<file path="src/rtl/write_resp_fifo.sv">
// Buffers write responses {id, resp} in order and presents them on an AXI B channel.
// Optional zero-latency empty-FIFO bypass is enabled by defining WRESP_BYPASS_EN.
module write_resp_fifo #(
  parameter int ADD_ID_WIDTH = 4,
  parameter int DEPTH        = 4
) (
  input  logic                       clk,
  input  logic                       reset,
  input  logic [ADD_ID_WIDTH-1:0]    id_in,
  input  logic [1:0]                 resp_in,
  input  logic                       mod2_valid_in,
  output logic                       mod2_ready_out,
  output logic [ADD_ID_WIDTH-1:0]    bid,
  output logic [1:0]                 bresp,
  output logic                       bvalid,
  input  logic                       bready,
  output logic [$clog2(DEPTH+1)-1:0] count,
  output logic                       err_seen
);
  localparam int CW = $clog2(DEPTH+1);
  localparam int PW = $clog2(DEPTH);
  localparam logic [CW-1:0] DEPTH_C = CW'(DEPTH);
  localparam logic [CW-1:0] CNT_ONE = CW'(1);
  localparam logic [PW-1:0] PTR_ONE = PW'(1);

  typedef struct packed {
    logic [ADD_ID_WIDTH-1:0] id;
    logic [1:0]              resp;
  } entry_t;

  entry_t        mem [DEPTH];
  entry_t        head;
  logic [PW-1:0] wr_ptr, rd_ptr;
  logic          fifo_vld, push, push_q, pop;

  // Ready comes from the count register only, so a full FIFO cannot
  // accept in the same cycle it is popped.
  assign mod2_ready_out = (count < DEPTH_C);
  assign fifo_vld       = (count != '0);
  assign head           = mem[rd_ptr];
  assign push           = mod2_valid_in && mod2_ready_out;
  assign pop            = fifo_vld && bready;

`ifdef WRESP_BYPASS_EN
  logic empty;
  assign empty  = (count == '0);
  assign bvalid = fifo_vld || (empty && mod2_valid_in);
  assign bid    = fifo_vld ? head.id   : id_in;
  assign bresp  = fifo_vld ? head.resp : resp_in;
  // A response passed straight through is never stored.
  assign push_q = push && !(empty && bready);
`else
  assign bvalid = fifo_vld;
  assign bid    = head.id;
  assign bresp  = head.resp;
  assign push_q = push;
`endif

  always_ff @(posedge clk) begin
    if (push_q) mem[wr_ptr] <= '{id: id_in, resp: resp_in};
  end

  always_ff @(posedge clk) begin
    if (!reset) begin
      wr_ptr   <= '0;
      rd_ptr   <= '0;
      count    <= '0;
      err_seen <= 1'b0;
    end else begin
      if (push_q) wr_ptr <= wr_ptr + PTR_ONE;
      if (pop)    rd_ptr <= rd_ptr + PTR_ONE;
      case ({push_q, pop})
        2'b10:   count <= count + CNT_ONE;
        2'b01:   count <= count - CNT_ONE;
        default: count <= count;
      endcase
      if (push && resp_in[1]) err_seen <= 1'b1;
    end
  end
endmodule

</file>
<file path="config.mk">
export PLATFORM = sky130hd
export DESIGN_NAME = write_resp_fifo
export DESIGN_NICKNAME = d
export VERILOG_FILES = /design/src/rtl/write_resp_fifo.sv
export SDC_FILE = /design/constraint.sdc
export NUM_CORES = 1
export LEC_CHECK = 0
export ABC_AREA = 1
export BUFFER_PORTS_ARGS = -buffer_cell sky130_fd_sc_hd__buf_2
export CAP_MARGIN = 25
export CELL_PAD_IN_SITES_DETAIL_PLACEMENT = 1
export CELL_PAD_IN_SITES_GLOBAL_PLACEMENT = 2
export CORE_UTILIZATION = 38
export DETAILED_ROUTE_END_ITERATION = 12
export PLACE_DENSITY_LB_ADDON = 0.1
export SYNTH_ARGS = -nofsm -noshare
export SYNTH_HDL_FRONTEND = slang
export SYNTH_SLANG_ARGS = --single-unit
</file>
<file path="constraint.sdc">
create_clock -name clk -period 2.4 [get_ports clk]
set_input_delay 0.12 -clock clk [delete_from_list [all_inputs] [get_ports clk]]
set_output_delay 0.12 -clock clk [all_outputs]
set_load 0.005 [all_outputs]
</file>
After elaboration in Yosys (flattened, before gate mapping)
Memories as Yosys holds them, arrays and structs flattened. A register that Yosys moved wholly into a read port is not among the register bits.
Index checks and enable logic that the tools add are counted.

operators by class
  add/subtract/negate cells = 4
  reduce and logical (&&, ||, !) cells = 5
  $lt $le $gt $ge = 1
  muxes and demuxes = 5
  eq/ne operators = 2

operators by type and width
  operator               count
  $pmux W3 S2            1
  $add A2 B1 Y2 const B  2
  $mux W2                2
  $add A3 B1 Y3 const B  1
  $logic_and A1 B1 Y1    3
  $lt A3 B3 Y1 const B   1
  $reduce_bool A3 Y1     1
  $sub A3 B1 Y3 const B  1
  $eq A2 B1 Y1 const B   1
  $eq A2 B2 Y1 const B   1
  $mux W1                2
  $reduce_bool A2 Y1     1

storage, ports and cells
  memories = 1
  flip-flop bits (word level) = 8
  word-level logic and storage cells = 22
  bits of input ports = 10
  output and inout port bits = 12
  RAM bits = 24

memory list
  name  depth  width  read ports  clocked after memory_dff  write ports  line  RTL
  mem   4      6      1           1                         1            31    entry_t mem [DEPTH];

Longest topological paths before layout
  depth in word-level cells = 4
  gate-level depth with buffers = 13
  depth with buffers taken out = 13

Least setup slack after synthesis
OpenSTA, ideal clock, no wires.

  path kind = reg2reg
  start point = register count[0]
  end point = register count[2]
  path buffers = 0
  cell stages (with the launch flop) = 14
  clock period less this slack = 1,610 ps
  arrival = 1,498 ps
  setup slack = 790 ps
  data required time = 2,287 ps
  setup time = 113 ps
  cell sequence = dfxtp_1 > nor2_2 > nand2_2 > nand2_2 > inv_2 > ha_1 > inv_1 > fa_1 > inv_1 > nand2_1 > nand3_1 > nand2_1 > nand2_1 > nor2_1

on the way
  cells in the longest elaborated chain, start to end = 4
  elaborated cells between the ends (all ways) = 10
  classes of those cells = 2 x add/sub; 1 x order compare; 2 x eq/ne; 1 x mux; 4 x reduce/logical

RTL lines
  item                                                      line  RTL
  start, declared                                           17    output logic [$clog2(DEPTH+1)-1:0] count,
  start signal, assigned                                    73    2'b10: count <= count + CNT_ONE;
  start signal, assigned                                    74    2'b01: count <= count - CNT_ONE;
  start signal, assigned                                    75    default: count <= count;
  $reduce_bool A3 Y1 *                                      39    assign fifo_vld = (count != '0);
  via bvalid                                                15    output logic bvalid,
  $logic_and A1 B1 Y1 *                                     42    assign pop = fifo_vld && bready;
  via pop                                                   34    logic fifo_vld, push, push_q, pop;
  $eq A2 B1 Y1 / $eq A2 B2 Y1 (equally long branches)       72    case ({push_q, pop})
  $pmux W3 S2 / $reduce_bool A2 Y1 (equally long branches)  n/a

The timed path passes the listed nets; every way through them passes the cells marked *.
A chain may end at the register's enable or synchronous reset.

Worst setup path in the final report
  start point = register count[0]
  end point = register count[2]

on the way
  cells in the longest elaborated chain, start to end = 4
  elaborated cells between the ends (all ways) = 10
  classes of those cells = 2 x add/sub; 1 x order compare; 2 x eq/ne; 1 x mux; 4 x reduce/logical

RTL lines
  item                                                      line
  $reduce_bool A3 Y1 *                                      39
  $logic_and A1 B1 Y1 *                                     42
  via pop                                                   34
  $eq A2 B1 Y1 / $eq A2 B2 Y1 (equally long branches)       72
  $pmux W3 S2 / $reduce_bool A2 Y1 (equally long branches)  n/a

Marked as above.

==> run summary <==
• Final Slew Violations: 0
• outcome: complete, no violations
• Clock Tree Root: sky130_fd_sc_hd__clkbuf_8
• signal arrival time at the worst endpoint: 1900 ps
• minimum period implied by the final worst setup slack: 1722 ps
• Distinct cells, synth: 18
• first drt pass iteration count: 4
• nets in the synthesized netlist: 143
• number of DRC violations after detailed-routing iteration 0: 35
• final instance count without filler cells: 200
• XOR/XNOR Fraction of Synth Area: 0
• Die Outline Area: 3968 um^2
• share of final-layout standard cells stronger than drive strength 1: 0.2338
• number of antenna violations at the first check in global routing: 0
• worst setup timing slack at the placement stage: 672.7 ps
• actual slew at the worst max-slew pin: 652.8 ps
• count of buffers added by post-CTS timing repair for setup: 0
• endpoint kind of the worst setup timing path: flop
• overall power after layout: 1652 uW
• pin count of the biggest net entering global routing: 14
• worst-case clock buffer depth: 2
• maximum fanout along the worst path: 5
• pwr dens: 1010 nW/um^2
• core footprint: 3442 um^2
• worst slew slack as a fraction of its limit: 0.5632
• Cell Area, Synth: 1414 um^2
• wire length after detailed routing: 2.736 mm
• flop and latch count out of synthesis: 34
• GRT Residual Overflow: 0
• number of I/O pins: 22
• synthesis warning total: 0
• cell taking the most area after synthesis: sky130_fd_sc_hd__edfxtp_1
• Worst Setup Start Kind: flop
• Worst VDD drop: 0.3978 mV
• die outline height: 63.00 um
• final routed wire length divided by cell count: 13.68 um
• category of the most critical setup path: reg -> reg
• clk sinks: 34
• reg2reg setup slack: 680 ps
• Post-DRT Antenna Nets: 0
• multiplexer share of the synthesized area: 0
• routed via count divided by cell count: 4.790
• count of placed standard cells including taps: 192
• total number of vias: 958
• CTS tree: built
• portion of the post-synthesis area used by sequential elements: 0.6513
• post-synthesis instance total: 127
• final clock skew: 5.259 ps
• total of fill cells in the finished design: 404
• global-route wire length before repair: 4.692 mm
• adder-cell area share of the yosys netlist: 0.05841
• clock-pin slew reported for the worst setup and hold paths after clock tree synthesis: 70 ps
• highest achievable clock rate: 580.8 MHz
• Avg Synthesized Cell Area: 11.13 um^2
• share of the synthesized area in the top cell type: 0.5097
• worst-skew pair later-pin latency: 290 ps
• leading post-synthesis cells by cell area: sky130_fd_sc_hd__edfxtp_1 51%, sky130_fd_sc_hd__dfxtp_1 14%, sky130_fd_sc_hd__nor2_1 5.3%
• Final Cycle Share: 0.7174
• path class of the lowest-slack min-delay path: in -> reg
• largest family of logic cells by synthesized area: simple AND/OR/NAND/NOR gates
• x dimension of the die: 63.00 um
• initial core utilization: 0.4108
• standard-cell row count: 21
• number of global-route vias before repair: 1,006
• quantity of gates resized following cts: 0
• min setup slack post-route: 678.2 ps
• hold violation count in the final report: 0
• RSZ-0062 raised after global routing: no
• Layout Nets: 169
• static leakage: 0.0006557 uW
• Inserted Diodes: 0
• number of buffers inserted during clock tree synthesis: 5
• setup TNS: 0 ps
• Critical Path RT: 2580 ps
• Post-route DRC: 0
• number of setup violations in the final report: 0
• overall global routing resource usage: 0.1583
• area added between synthesis and finish: 15.66%
• port buffer count: 21
• count of H-tree levels built during CTS: 2
• max-cap check violation count: 0
• compound-cell area share of the yosys netlist: 0.1071
• last weighted congestion value of the routability-driven placer: 0.7584
• Synth Area in Simple Gates: 0.1168
• number of buffers added to fix hold violations after cts: 0
• HPWL after detailed placement: 1.988 mm
per-layer routing:
layer	up-vias	share of wire	track usage
met5	-	0	0
met4	0	0.013	0.04360
met3	6	0.046	0.06752
met2	16	0.47	0.2487
met1	459	0.47	0.1974
li1	477	-	-
metrics by stage:
stage | util | cell area (um^2) | hold WS, ps
after global placement | 0.4515 | 1554 | 331.2
after detailed placement | 0.4515 | 1554 | 344.6
after CTS | 0.4751 | 1635 | 45.76
after global routing | 0.4751 | 1635 | 39.13
after floorplan | - | 1414 | 218.9
final | 0.4751 | 1635 | 48.27
cell type report:
class                      instances  area (um^2)  share of cell area
clock buffer                       6        72.57             0.04438
clock inverter                     2        8.758            0.005356
inverter                          19        71.32             0.04361
multi-input combinational         72        399.1              0.2441
sequential                        34        920.9              0.5631
tap                               46        57.56             0.03520
timing repair buffer              21        105.1             0.06427
report_power, final:
group / switching (uW) / internal, uW / total (uW) / leakage, uW
sequential: 70.6 / 723 / 793 / 0.000302
combinational: 283 / 181 / 464 / 0.000311
clock: 196 / 199 / 395 / 0.0000426
total: 549 / 1100 / 1650 / 0.000656
synth_stat cells:
cell / number
sky130_fd_sc_hd__a21oi_1: 5
sky130_fd_sc_hd__a21oi_2: 1
sky130_fd_sc_hd__buf_6: 2
sky130_fd_sc_hd__dfxtp_1: 10
sky130_fd_sc_hd__edfxtp_1: 24
sky130_fd_sc_hd__fa_1: 1
sky130_fd_sc_hd__ha_1: 5
sky130_fd_sc_hd__inv_1: 16
sky130_fd_sc_hd__inv_2: 3
sky130_fd_sc_hd__nand2_1: 9
sky130_fd_sc_hd__nand2_2: 2
sky130_fd_sc_hd__nand2_4: 1
sky130_fd_sc_hd__nand3_1: 4
sky130_fd_sc_hd__nor2_1: 20
sky130_fd_sc_hd__nor2_2: 2
sky130_fd_sc_hd__o21ai_0: 12
sky130_fd_sc_hd__o21ai_1: 4
sky130_fd_sc_hd__o22ai_1: 6
path summary, 6_finish.rpt:
check | from | to | cells after the start
hold / removal | id_in[2] | mem[3][4] | 1
setup reg to reg | count[0] | count[2] | 13
hold reg to reg | err_seen | err_seen | 2
setup / recovery | count[0] | count[2] | 13
cells by family (layout without fill, tap and decap cells):
logic type | count (synthesis) | count (layout)
adders and majority gates | 6 | 6
and+or+nand+nor | 38 | 38
AOI/OAI and AO/OA | 28 | 28
DFF | 34 | 34
buffers and inverters | 21 | 48
worst max-delay path, stage by stage, from the launching register on:
cell and delay, ps:
sky130_fd_sc_hd__dfxtp_1 390, sky130_fd_sc_hd__nor2_2 60, sky130_fd_sc_hd__nand2_2 90, sky130_fd_sc_hd__nand2_2 60
sky130_fd_sc_hd__inv_2 60, sky130_fd_sc_hd__ha_1 160, sky130_fd_sc_hd__inv_1 70, sky130_fd_sc_hd__fa_1 380
sky130_fd_sc_hd__inv_1 70, sky130_fd_sc_hd__nand2_1 50, sky130_fd_sc_hd__nand3_1 80, sky130_fd_sc_hd__nand2_1 50
sky130_fd_sc_hd__nand2_1 50, sky130_fd_sc_hd__nor2_1 30
cell usage in the layout (no fill, tap or decap):
cell	n
sky130_fd_sc_hd__edfxtp_1	24
sky130_fd_sc_hd__nand2_1	9
sky130_fd_sc_hd__o21ai_0	12
sky130_fd_sc_hd__nor2_2	2
sky130_fd_sc_hd__o22ai_1	6
sky130_fd_sc_hd__nor2_1	20
sky130_fd_sc_hd__clkbuf_1	1
sky130_fd_sc_hd__a21oi_2	1
sky130_fd_sc_hd__clkinv_2	1
sky130_fd_sc_hd__inv_2	3
sky130_fd_sc_hd__dfxtp_1	10
sky130_fd_sc_hd__nand2_2	2
sky130_fd_sc_hd__clkinv_1	1
sky130_fd_sc_hd__inv_1	16
sky130_fd_sc_hd__fa_1	1
sky130_fd_sc_hd__a21oi_1	5
sky130_fd_sc_hd__o21ai_1	4
sky130_fd_sc_hd__nand3_1	4
sky130_fd_sc_hd__ha_1	5
sky130_fd_sc_hd__nand2_4	1
sky130_fd_sc_hd__clkbuf_8	5
sky130_fd_sc_hd__buf_2	21
flip-flops by register name, summed over array words and instances, names as in the netlist, named ones only:
name,cells
mem,24
count,3
rd_ptr,2
wr_ptr,2
err_seen,1
(Power assumes the default switching activity.)
